===== config.mk =====
export PLATFORM = sky130hd
export DESIGN_NAME = sram_rw_port_arbiter
export DESIGN_NICKNAME = d
export VERILOG_FILES = /design/src/rtl/sram_rw_port_arbiter.sv
export SDC_FILE = /design/constraint.sdc
export NUM_CORES = 1
export LEC_CHECK = 0
export BUFFER_PORTS_ARGS = -buffer_cell sky130_fd_sc_hd__clkbuf_2
export CAP_MARGIN = 20
export CELL_PAD_IN_SITES_DETAIL_PLACEMENT = 0
export CELL_PAD_IN_SITES_GLOBAL_PLACEMENT = 1
export CORE_MARGIN = 3
export CORE_UTILIZATION = 25
export CTS_BUF_LIST = sky130_fd_sc_hd__clkbuf_8
export CTS_CLUSTER_SIZE = 20
export DETAILED_ROUTE_END_ITERATION = 10
export PLACE_DENSITY = 0.67
export SKIP_CTS_REPAIR_TIMING = 1
export SYNTH_ARGS = -nofsm -noshare
export SYNTH_HDL_FRONTEND = slang
export SYNTH_SLANG_ARGS = --single-unit

===== constraint.sdc =====
create_clock -name clk_i -period 2.4 [get_ports clk_i]
set_clock_uncertainty 0.1 [all_clocks]
set_input_delay 0.24 -clock clk_i [delete_from_list [all_inputs] [get_ports clk_i]]
set_output_delay 0.24 -clock clk_i [all_outputs]
set_load 0.05 [all_outputs]

===== src/rtl/sram_rw_port_arbiter.sv =====
// Round-robin arbiter for the RW port of the 32x256 byte-masked SRAM macro.
// A post-reset sequencer zero-fills the array before requesters are served.
//
// state   | meaning
// --------+-------------------------------------------------------------
// ST_INIT | zero-fill sequencer owns the port, one write per cycle
// ST_RUN  | round-robin arbitration between requesters A and B
module sram_rw_port_arbiter #(
  parameter int ADDR_WIDTH = 8,
  parameter int DATA_WIDTH = 32,
  parameter int NUM_WMASKS = 4,
  parameter bit INIT_EN    = 1'b1
) (
  input  logic                  clk_i,
  input  logic                  rst_ni,

  input  logic                  a_req_i,
  input  logic                  a_we_i,
  input  logic [NUM_WMASKS-1:0] a_be_i,
  input  logic [ADDR_WIDTH-1:0] a_addr_i,
  input  logic [DATA_WIDTH-1:0] a_wdata_i,
  output logic                  a_gnt_o,
  output logic                  a_rvalid_o,
  output logic [DATA_WIDTH-1:0] a_rdata_o,

  input  logic                  b_req_i,
  input  logic                  b_we_i,
  input  logic [NUM_WMASKS-1:0] b_be_i,
  input  logic [ADDR_WIDTH-1:0] b_addr_i,
  input  logic [DATA_WIDTH-1:0] b_wdata_i,
  output logic                  b_gnt_o,
  output logic                  b_rvalid_o,
  output logic [DATA_WIDTH-1:0] b_rdata_o,

  output logic                  init_done_o,

  output logic                  sram_csb0_o,
  output logic                  sram_web0_o,
  output logic [NUM_WMASKS-1:0] sram_wmask0_o,
  output logic [ADDR_WIDTH-1:0] sram_addr0_o,
  output logic [DATA_WIDTH-1:0] sram_din0_o,
  input  logic [DATA_WIDTH-1:0] sram_dout0_i
);

  typedef enum logic {ST_INIT, ST_RUN} state_t;

  state_t                state;
  logic [ADDR_WIDTH-1:0] init_cnt;
  logic                  rr_b_first;
  logic                  run_en;

  logic                  xfer_b;
  logic                  xfer_we;
  logic [NUM_WMASKS-1:0] xfer_be;
  logic [ADDR_WIDTH-1:0] xfer_addr;
  logic [DATA_WIDTH-1:0] xfer_wdata;
  logic                  any_gnt;
  logic                  issue;
  logic                  issue_rd;

  // Owner/is-read tags for the two cycles between grant and data capture.
  logic [1:0]            pipe_vld;
  logic [1:0]            pipe_b;

  // init_done_o lags the last init write by one cycle; grants wait for it.
  assign run_en  = (state == ST_RUN) && init_done_o;
  assign a_gnt_o = run_en && a_req_i && (!b_req_i || !rr_b_first);
  assign b_gnt_o = run_en && b_req_i && (!a_req_i ||  rr_b_first);
  assign any_gnt = a_gnt_o || b_gnt_o;

  always_comb begin
    xfer_b     = b_gnt_o;
    xfer_we    = a_we_i;
    xfer_be    = a_be_i;
    xfer_addr  = a_addr_i;
    xfer_wdata = a_wdata_i;
    if (b_gnt_o) begin
      xfer_we    = b_we_i;
      xfer_be    = b_be_i;
      xfer_addr  = b_addr_i;
      xfer_wdata = b_wdata_i;
    end
  end

  // A write with no byte enables is accepted but never reaches the macro.
  assign issue    = any_gnt && (!xfer_we || (|xfer_be));
  assign issue_rd = issue && !xfer_we;

  always_ff @(posedge clk_i or negedge rst_ni) begin
    if (!rst_ni) begin
      state         <= INIT_EN ? ST_INIT : ST_RUN;
      init_done_o   <= !INIT_EN;
      init_cnt      <= '0;
      rr_b_first    <= 1'b0;
      sram_csb0_o   <= 1'b1;
      sram_web0_o   <= 1'b1;
      sram_wmask0_o <= '0;
      sram_addr0_o  <= '0;
      sram_din0_o   <= '0;
      pipe_vld      <= '0;
      pipe_b        <= '0;
      a_rvalid_o    <= 1'b0;
      b_rvalid_o    <= 1'b0;
      a_rdata_o     <= '0;
      b_rdata_o     <= '0;
    end else begin
      sram_csb0_o <= 1'b1;
      case (state)
        ST_INIT: begin
          sram_csb0_o   <= 1'b0;
          sram_web0_o   <= 1'b0;
          sram_wmask0_o <= '1;
          sram_addr0_o  <= init_cnt;
          sram_din0_o   <= '0;
          init_cnt      <= init_cnt + 1'b1;
          if (init_cnt == '1) state <= ST_RUN;
        end
        ST_RUN: begin
          init_done_o <= 1'b1;
          if (any_gnt) rr_b_first <= a_gnt_o;
          if (issue) begin
            sram_csb0_o   <= 1'b0;
            sram_web0_o   <= !xfer_we;
            sram_wmask0_o <= xfer_we ? xfer_be : '0;
            sram_addr0_o  <= xfer_addr;
            sram_din0_o   <= xfer_wdata;
          end
        end
      endcase

      pipe_vld   <= {pipe_vld[0], issue_rd};
      pipe_b     <= {pipe_b[0], xfer_b};
      a_rvalid_o <= pipe_vld[1] && !pipe_b[1];
      b_rvalid_o <= pipe_vld[1] &&  pipe_b[1];
      if (pipe_vld[1] && !pipe_b[1]) a_rdata_o <= sram_dout0_i;
      if (pipe_vld[1] &&  pipe_b[1]) b_rdata_o <= sram_dout0_i;
    end
  end

endmodule

## Word level (Yosys, flattened, before mapping)

Cells that the tools add are included.

| storage, ports and cells | value |
|---|---|
| word-level logic and storage cells | 56 |
| flip-flop bits (word level) | 127 |

| cells by class | value |
|---|---|
| reduce and logical (&&, ||, !) cells | 20 |
| bitwise logic cells | 1 |
| muxes and demuxes | 17 |
| $add $sub $neg | 1 |
| eq/ne operators | 2 |

Operators by type and width:

| operator | number |
|---|---|
| $mux W32 | 2 |
| $pmux W32 S2 | 1 |
| $mux W8 | 2 |
| $pmux W8 S2 | 1 |
| $mux W4 | 3 |
| $logic_and A1 B1 Y1 | 9 |
| $add A8 B1 Y8 const B | 1 |
| $eq A8 B8 Y1 const B | 1 |
| $pmux W4 S2 | 1 |
| $logic_not A1 Y1 | 5 |
| $mux W1 | 5 |
| $logic_or A1 B1 Y1 | 4 |
| $pmux W1 S2 | 2 |
| $reduce_or A4 Y1 | 1 |
| $ne A2 B1 Y1 const B | 1 |
| $reduce_and A2 Y1 | 1 |
| $not A1 Y1 | 1 |

## Longest topological paths before layout

Gate-level depths: netlist of the first run.

| depth | value |
|---|---|
| depth in word-level cells | 9 |
| depth in mapped cells | 7 |
| gate-level depth less buffers | 4 |

## Worst setup path before layout of the first run

No wires, ideal clock.

| path | value |
|---|---|
| path kind | reg-to-output |
| from | reg init_done_o |
| to | out a_gnt_o |
| slack | 241 ps |
| required time | 2060 ps |
| data arrival time | 1819 ps |
| stages on the path, launching flop included | 3 |
| cells stage by stage | dfrtp_1 -> o211ai_2 -> a21oi_1 |

| between the ends | value |
|---|---|
| word-level cells in the longest chain between the ends | 3 |

RTL lines:

| element | RTL line | text |
|---|---|---|
| from (decl) | 35 | `output logic init_done_o,` |
| from (signal assigned) | 92 | `init_done_o <= !INIT_EN;` |
| $logic_and A1 B1 Y1 | 66 | `assign run_en = (state == ST_RUN) && init_done_o;` |
| $logic_and A1 B1 Y1 (2 in a row) | 67 | `assign a_gnt_o = run_en && a_req_i && (!b_req_i \|\| !rr_b_first);` |
| to (decl) | 22 | `output logic a_gnt_o,` |

No other way between the ends.

## Worst setup path in the final report of the first run

| path | value |
|---|---|
| from | reg rr_b_first |
| to | out b_gnt_o |

| between the ends | value |
|---|---|
| word-level cells in the longest chain between the ends | 2 |

RTL lines:

| element | RTL line | text |
|---|---|---|
| from (decl) | 49 | `logic rr_b_first;` |
| from (signal assigned) | 120 | `if (any_gnt) rr_b_first <= a_gnt_o;` |
| $logic_or A1 B1 Y1 | 68 | `assign b_gnt_o = run_en && b_req_i && (!a_req_i \|\| rr_b_first);` |
| $logic_and A1 B1 Y1 | 68 |  |
| to (decl) | 31 | `output logic b_gnt_o,` |

No other way between the ends.

==> results of run 1 <==
==> power by group <==
part | internal (mW) | switching (mW) | total (mW) | leakage [nW]
logic | 0.229 | 0.385 | 0.614 | 2.29
clock network | 1.06 | 0.962 | 2.02 | 0.212
registers | 2.19 | 0.0274 | 2.22 | 1.57
total | 3.48 | 1.37 | 4.86 | 4.08
==> per-stage QoR <==
stage	utilization (%)	setup slack (ps)
2_1_floorplan	-	241
3_3_place_gp	33.0	204
3_5_place_dp	33.0	124
4_1_cts	34.9	104
5_1_grt	37.1	50.3
6_report	37.1	188
==> kinds of logic (layout without fill, tap and decap cells) <==
group / Yosys count / count (layout) / synth area share, %
compound gates: 128 / 128 / 16.4
buf+inv: 43 / 344 / 3.63
fa+ha+maj: 1 / 1 / 0.217
simple gates: 52 / 52 / 5.13
flops: 127 / 127 / 55.3
xor+xnor: 7 / 7 / 1.07
mux: 97 / 97 / 18.3
==> layer usage <==
metal  global-route usage, %  share of wire [%]
met5                       0                  0
met4                    3.80                1.3
met3                    4.16                7.3
met2                    20.4                 47
met1                    17.0                 45
==> state kept, by name, indices dropped and copies added (netlist names), 2 cells and up <==
register / flops
a_rdata_o: 32
b_rdata_o: 32
init_cnt: 8
pipe_b: 2
pipe_vld: 2
sram_addr0_o: 8
sram_din0_o: 32
sram_wmask0_o: 4
==> synth_stat cells, types with 5 or more instances <==
| cell | count |
|---|---|
| mux2_2 | 66 |
| clkbuf_1 | 18 |
| a221o_1 | 12 |
| o211ai_1 | 14 |
| buf_2 | 5 |
| a211oi_1 | 21 |
| nand2_1 | 14 |
| mux2i_1 | 31 |
| inv_1 | 6 |
| o211a_1 | 6 |
| nand3_1 | 17 |
| a211o_1 | 10 |
| xnor2_1 | 5 |
| a21oi_1 | 49 |
| or2_2 | 5 |
| dfrtp_1 | 125 |
==> critical path, stage by stage (launching register included) <==
cell and delay (ps):
dfrtp_1 390, nand2b_1 280, nand3_2 180, buf_12 250, inv_1 150, buf_12 170
==> worst min path at each step <==
| stage | from | end | slack, ps | depth (start not counted) |
|---|---|---|---|---|
| after global routing | b_wdata_i[17] | sram_din0_o[17]$_DFFE_PN0P_ | 0.7 | 3 |
| after floorplan | rst_ni | a_rdata_o[0]$_DFFE_PN0P_ | -160 | 0 |
| after CTS | rst_ni | b_rdata_o[17]$_DFFE_PN0P_ | -380 | 1 |
| final | b_addr_i[0] | sram_addr0_o[0]$_DFFE_PN0P_ | 20 | 3 |
| after global placement | rst_ni | a_rdata_o[12]$_DFFE_PN0P_ | 120 | 1 |
| after detailed placement | rst_ni | b_rdata_o[17]$_DFFE_PN0P_ | 120 | 1 |
==> cell type report <==
class,instances,area [µm²]
fill,2214,14000
sequential,127,3180
multi-input combinational,285,2380
timing repair buffer,304,1860
tap,280,350
clock buffer,17,234
clock inverter,15,198
inverter,8,30.0
==> layout by cell type, fill, tap and decap left out, types with 5 or more instances in the layout <==
master / Yosys / final
o211ai_1: 14 / 14
xnor2_1: 5 / 5
a211o_1: 10 / 10
buf_4: 4 / 14
clkbuf_8: 0 / 17
clkbuf_2: 0 / 238
nand2_1: 14 / 14
mux2i_1: 31 / 31
dfrtp_1: 125 / 125
inv_6: 0 / 5
o211a_1: 6 / 6
nand3_1: 17 / 16
or2_2: 5 / 5
dlygate4sd3_1: 0 / 46
a21oi_1: 49 / 49
mux2_2: 66 / 66
inv_1: 6 / 6
a221o_1: 12 / 12
a211oi_1: 21 / 21
==> flow_summary.yaml, run 1 <==
cells_and_area:
  instances_no_fill: 1036
  area_growth_pct: 43.2
  antenna_cells: 0
  fin_area_um2: 8240
  drive_gt1_share_pct: 49.5
  fin_nets: 870
timing:
  finalSetupViolations: 0
  fmax_mhz: 452
  min_period_over_period_pct: 92.2
  whs_ps: 18.5
  rsz0062_at_grt: "false"
  setup-tns-final_ps: 0
  tightest_slew_ps: 1070
  slew_violations: 0
  finalHoldViolCount: 0
  slew_headroom_pct: 28.6
  layout_min_cycle_time_ps: 2210
worst_setup_path:
  r2r-end: "sram_din0_o[5]$_DFFE_PN0P_"
  r2r_start: "state$_DFF_PN0_"
  path_class: "flip-flop to output pin"
  critPathArrivalTime_ps: 1870
  required_ps: 2060
  r2r_cells: 4
  cp-startpoint: "rr_b_first$_DFFE_PN0P_"
  end_kind: "output pin"
  path_max_fanout: 34
  crit_path_end: "b_gnt_o"
  r2r_setup_slack_ps: 230
  worst_setup_path_start_kind: "flip-flop"
die:
  design.core.area_um2: 22200
  rows: 54
  die-height_um: 158
  boundaryPins: 241
  start_util_pct: 25.9
  die_w_um: 158
  dieArea_um2: 24900
clock_network:
  cts-htree-levels: 4
  cts.sinks: 127
  clk_latency_ps: 430
  cts_buffers: 17
  cts-root-buf: "clkbuf_8"
  cts_tree: "yes"
  path_clk_slew_ps: 90
  cts_buffer_depth: 2
yosys:
  synth_cell_types: 43
  ys_seq_elements: 127
  synth_top_cell_area_share_pct: 54.3
  postSynthCellCount: 455
  yosysSeqAreaShare_pct: 55.3
  synth.area.top_cells: "dfrtp_1 (54%), mux2_2 (13%), mux2i_1 (5.4%)"
  synth_ff_type: "dfrtp_1"
  syn_area_um2: 5760
  syn_nets: 582
  synth_edf_count: 0
  avgSynthCellArea_um2: 12.6
  ys_async_sr_fraction_pct: 100
  ys_warn_count: 0
  synth_top_area_cell: "dfrtp_1"
drt:
  vias: 4776
  drt_wl_total_um: 16700
  drc: 0
  first_pass_iters: 5
  vias_per_cell: 4.61
  ant_nets: 0
  drtIter0Drc: 214
  avgRoutedWirePerCell_um: 16.2
placement:
  gp_congestion: 0.784
  dpl_cell_area_um2: 7330
  hpwl_um: 12100
  portBuffers: 240
  dp_cells: 957
min_path:
  hold_path_class: "input port to flip-flop"
global_routing:
  grt_overflow: 0
  antenna_found_initial: 0
  track_usage_pct: 12.9
  grt_pass1_wl_um: 25300
  grt_pass1_vias: 4641
  grt_max_degree: 50
power_and_ir_drop:
  power.leakage_nw: 4.08
  ir_worst_vdd_mv: 0.228
  power.total_mw: 4.86
  powerDensity_nw_per_um2: 589
job:
  max_cap_violations: 0
run_status:
  outcome: "completed"
(Power assumes the default switching activity.)
==> run 2: changes to the inputs <==
--- a/config.mk
+++ b/config.mk
@@ -15,6 +15,7 @@
 export CTS_CLUSTER_SIZE = 20
 export DETAILED_ROUTE_END_ITERATION = 10
 export PLACE_DENSITY = 0.67
+export RECOVER_POWER = 50
 export SKIP_CTS_REPAIR_TIMING = 1
 export SYNTH_ARGS = -nofsm -noshare
 export SYNTH_HDL_FRONTEND = slang
==> run 2 against run 1 <==
  * First-iteration DRC count shrank 3.7%
  * Die area is the same
  * Final cell count is the same
  * Worst setup slack improved by 12 ps
  * Core utilization shrank 0.38 points
  * Sequential power hardly changed
  * Worst hold slack hardly changed
  * Sequential cell count did not move
  * Critical path type unchanged
  * Highest routed layer unchanged
==> flow_summary.yaml, run 2 (synthesis results as in run 1) <==
drt:
  highest_layer: "met4"
  vias_per_cell: 4.61
  ant_nets: 0
  wl_met2_um: 7860
  routed-wl-met3_um: 1220
  drt_wl_total_um: 16800
  drtIter0Drc: 206
  first_pass_iters: 4
  drc: 0
  vias: 4774
  drt-met1-wl_um: 7540
  avgRoutedWirePerCell_um: 16.2
worst_setup_path:
  r2r_setup_slack_ps: 240
  required_ps: 2060
  worst_setup_path_start_kind: "flip-flop"
  cpMostUsedCell: "buf_12"
  end_kind: "output pin"
  critPathArrivalTime_ps: 1860
  critical_path.cell_chain: "nand2b_1 > nand3_2 > buf_12 > inv_1 > buf_12"
  r2r-end: "sram_din0_o[5]$_DFFE_PN0P_"
  cp-startpoint: "rr_b_first$_DFFE_PN0P_"
  path_class: "flip-flop to output pin"
  r2r_cells: 4
  crit_path_end: "b_gnt_o"
  slowest_delay_ps: 390
  crit_path_top_delay_cell: "dfrtp_1"
  path_max_fanout: 34
  r2r_start: "state$_DFF_PN0_"
clock_network:
  clk_latency_ps: 430
  cts-htree-levels: 4
  cts_tree: "yes"
  cts_buffers: 17
  cts-root-buf: "clkbuf_8"
  path_clk_slew_ps: 90
  cts.sinks: 127
  cts_buffer_depth: 2
die:
  die_w_um: 158
  boundaryPins: 241
  start_util_pct: 25.9
  dieArea_um2: 24900
  design.core.area_um2: 22200
  die-height_um: 158
  rows: 54
cells_and_area:
  most-common-layout-cells: "clkbuf_2 (192), dfrtp_1 (125), mux2_2 (66), a21oi_1 (49), clkbuf_1 (49)"
  layout_commonest_cell: "clkbuf_2"
  area_growth_pct: 41.7
  antenna_cells: 0
  seq_area_um2: 3180
  reg_top3: "a_rdata_o (32), b_rdata_o (32), sram_din0_o (32)"
  drive_gt1_share_pct: 43.0
  multi_input_area_um2: 2380
  n_fill_cell: 2243
  fin_nets: 870
global_routing:
  grt_pass1_vias: 4641
  antenna_found_initial: 0
  grt_pass1_wl_um: 25300
  grt_overflow: 0
  grt_max_degree: 50
  track_usage_pct: 12.9
timing:
  finalHoldViolCount: 0
  fmax_mhz: 455
  finalSetupViolations: 0
  slew_violations: 0
  rsz0062_at_grt: "false"
  layout_min_cycle_time_ps: 2200
  final.setup.worst_slack_ps: 200
  tightest_slew_ps: 1260
  slew_headroom_pct: 15.9
  min_period_over_period_pct: 91.7
  setup-tns-final_ps: 0
power_and_ir_drop:
  power.leakage_nw: 3.92
  ir_worst_vdd_mv: 0.229
  powerDensity_nw_per_um2: 594
run_status:
  outcome: "completed"
placement:
  pre_cts_ws_ps: 124
  portBuffers: 240
  gp_congestion: 0.784
  hpwl_um: 12100
job:
  max_cap_violations: 0
min_path:
  hold_path_class: "input port to flip-flop"
[run 2: changes by cell type in the layout (fill, tap and decap cells not counted)]
cell	previous run	this run
clkbuf_2	238	192
clkbuf_4	0	1
buf_4	14	12
and2_1	2	1
buf_6	1	0
and2_0	0	1
clkbuf_1	0	49
buf_12	4	3
[run 2: routing by layer]
metal	vias to the layer above	global-route usage, %
li1	2285	-
met1	2286	17.0
met2	186	20.4
met3	17	4.16
met4	0	3.80
met5	-	0
[run 2: worst min-delay path by stage]
| stage | from | end | cells past startpoint |
|---|---|---|---|
| floorplan | rst_ni | a_rdata_o[0]$_DFFE_PN0P_ | 0 |
| global placement | rst_ni | a_rdata_o[12]$_DFFE_PN0P_ | 1 |
| CTS | rst_ni | b_rdata_o[17]$_DFFE_PN0P_ | 1 |
| global route | b_wdata_i[17] | sram_din0_o[17]$_DFFE_PN0P_ | 3 |
| finish | b_addr_i[0] | sram_addr0_o[0]$_DFFE_PN0P_ | 3 |
| detailed placement | rst_ni | b_rdata_o[17]$_DFFE_PN0P_ | 1 |
[run 2: layout make-up]
cell class / instances / area share (%)
clock buffers: 17 / 2.87
clock inverters: 15 / 2.42
inverters: 8 / 0.368
multi-input cells: 285 / 29.2
flip-flops and latches: 127 / 39.0
well taps: 280 / 4.30
repair buffers: 304 / 21.8
[run 2: through the flow]
step                      hold slack (ps)  area, µm²  cells  util, %  power, mW
after detailed placement              117       7330    957     33.0       2.82
after global routing                0.720       8160   1036     36.7       5.07
after CTS                            -376       7760    989     34.9       4.88
after global placement                121       7330    957     33.0       2.82
after floorplan                      -156       5760    455        -       2.56
final                                18.6       8160   1036     36.7       4.85
[run 2: critical path, delay by kind of cell, from the launching register on]
family | cells | cell delay [ps]
AND/OR/NAND/NOR | 2 | 460
buffers and inverters | 3 | 560
flip-flops | 1 | 390
[run 2: where the power goes]
part           switching (mW)  total, mW  internal [mW]
combinational           0.385      0.602          0.217
sequential             0.0274       2.22           2.19
clock                   0.963       2.03           1.06
total                    1.38       4.85           3.47
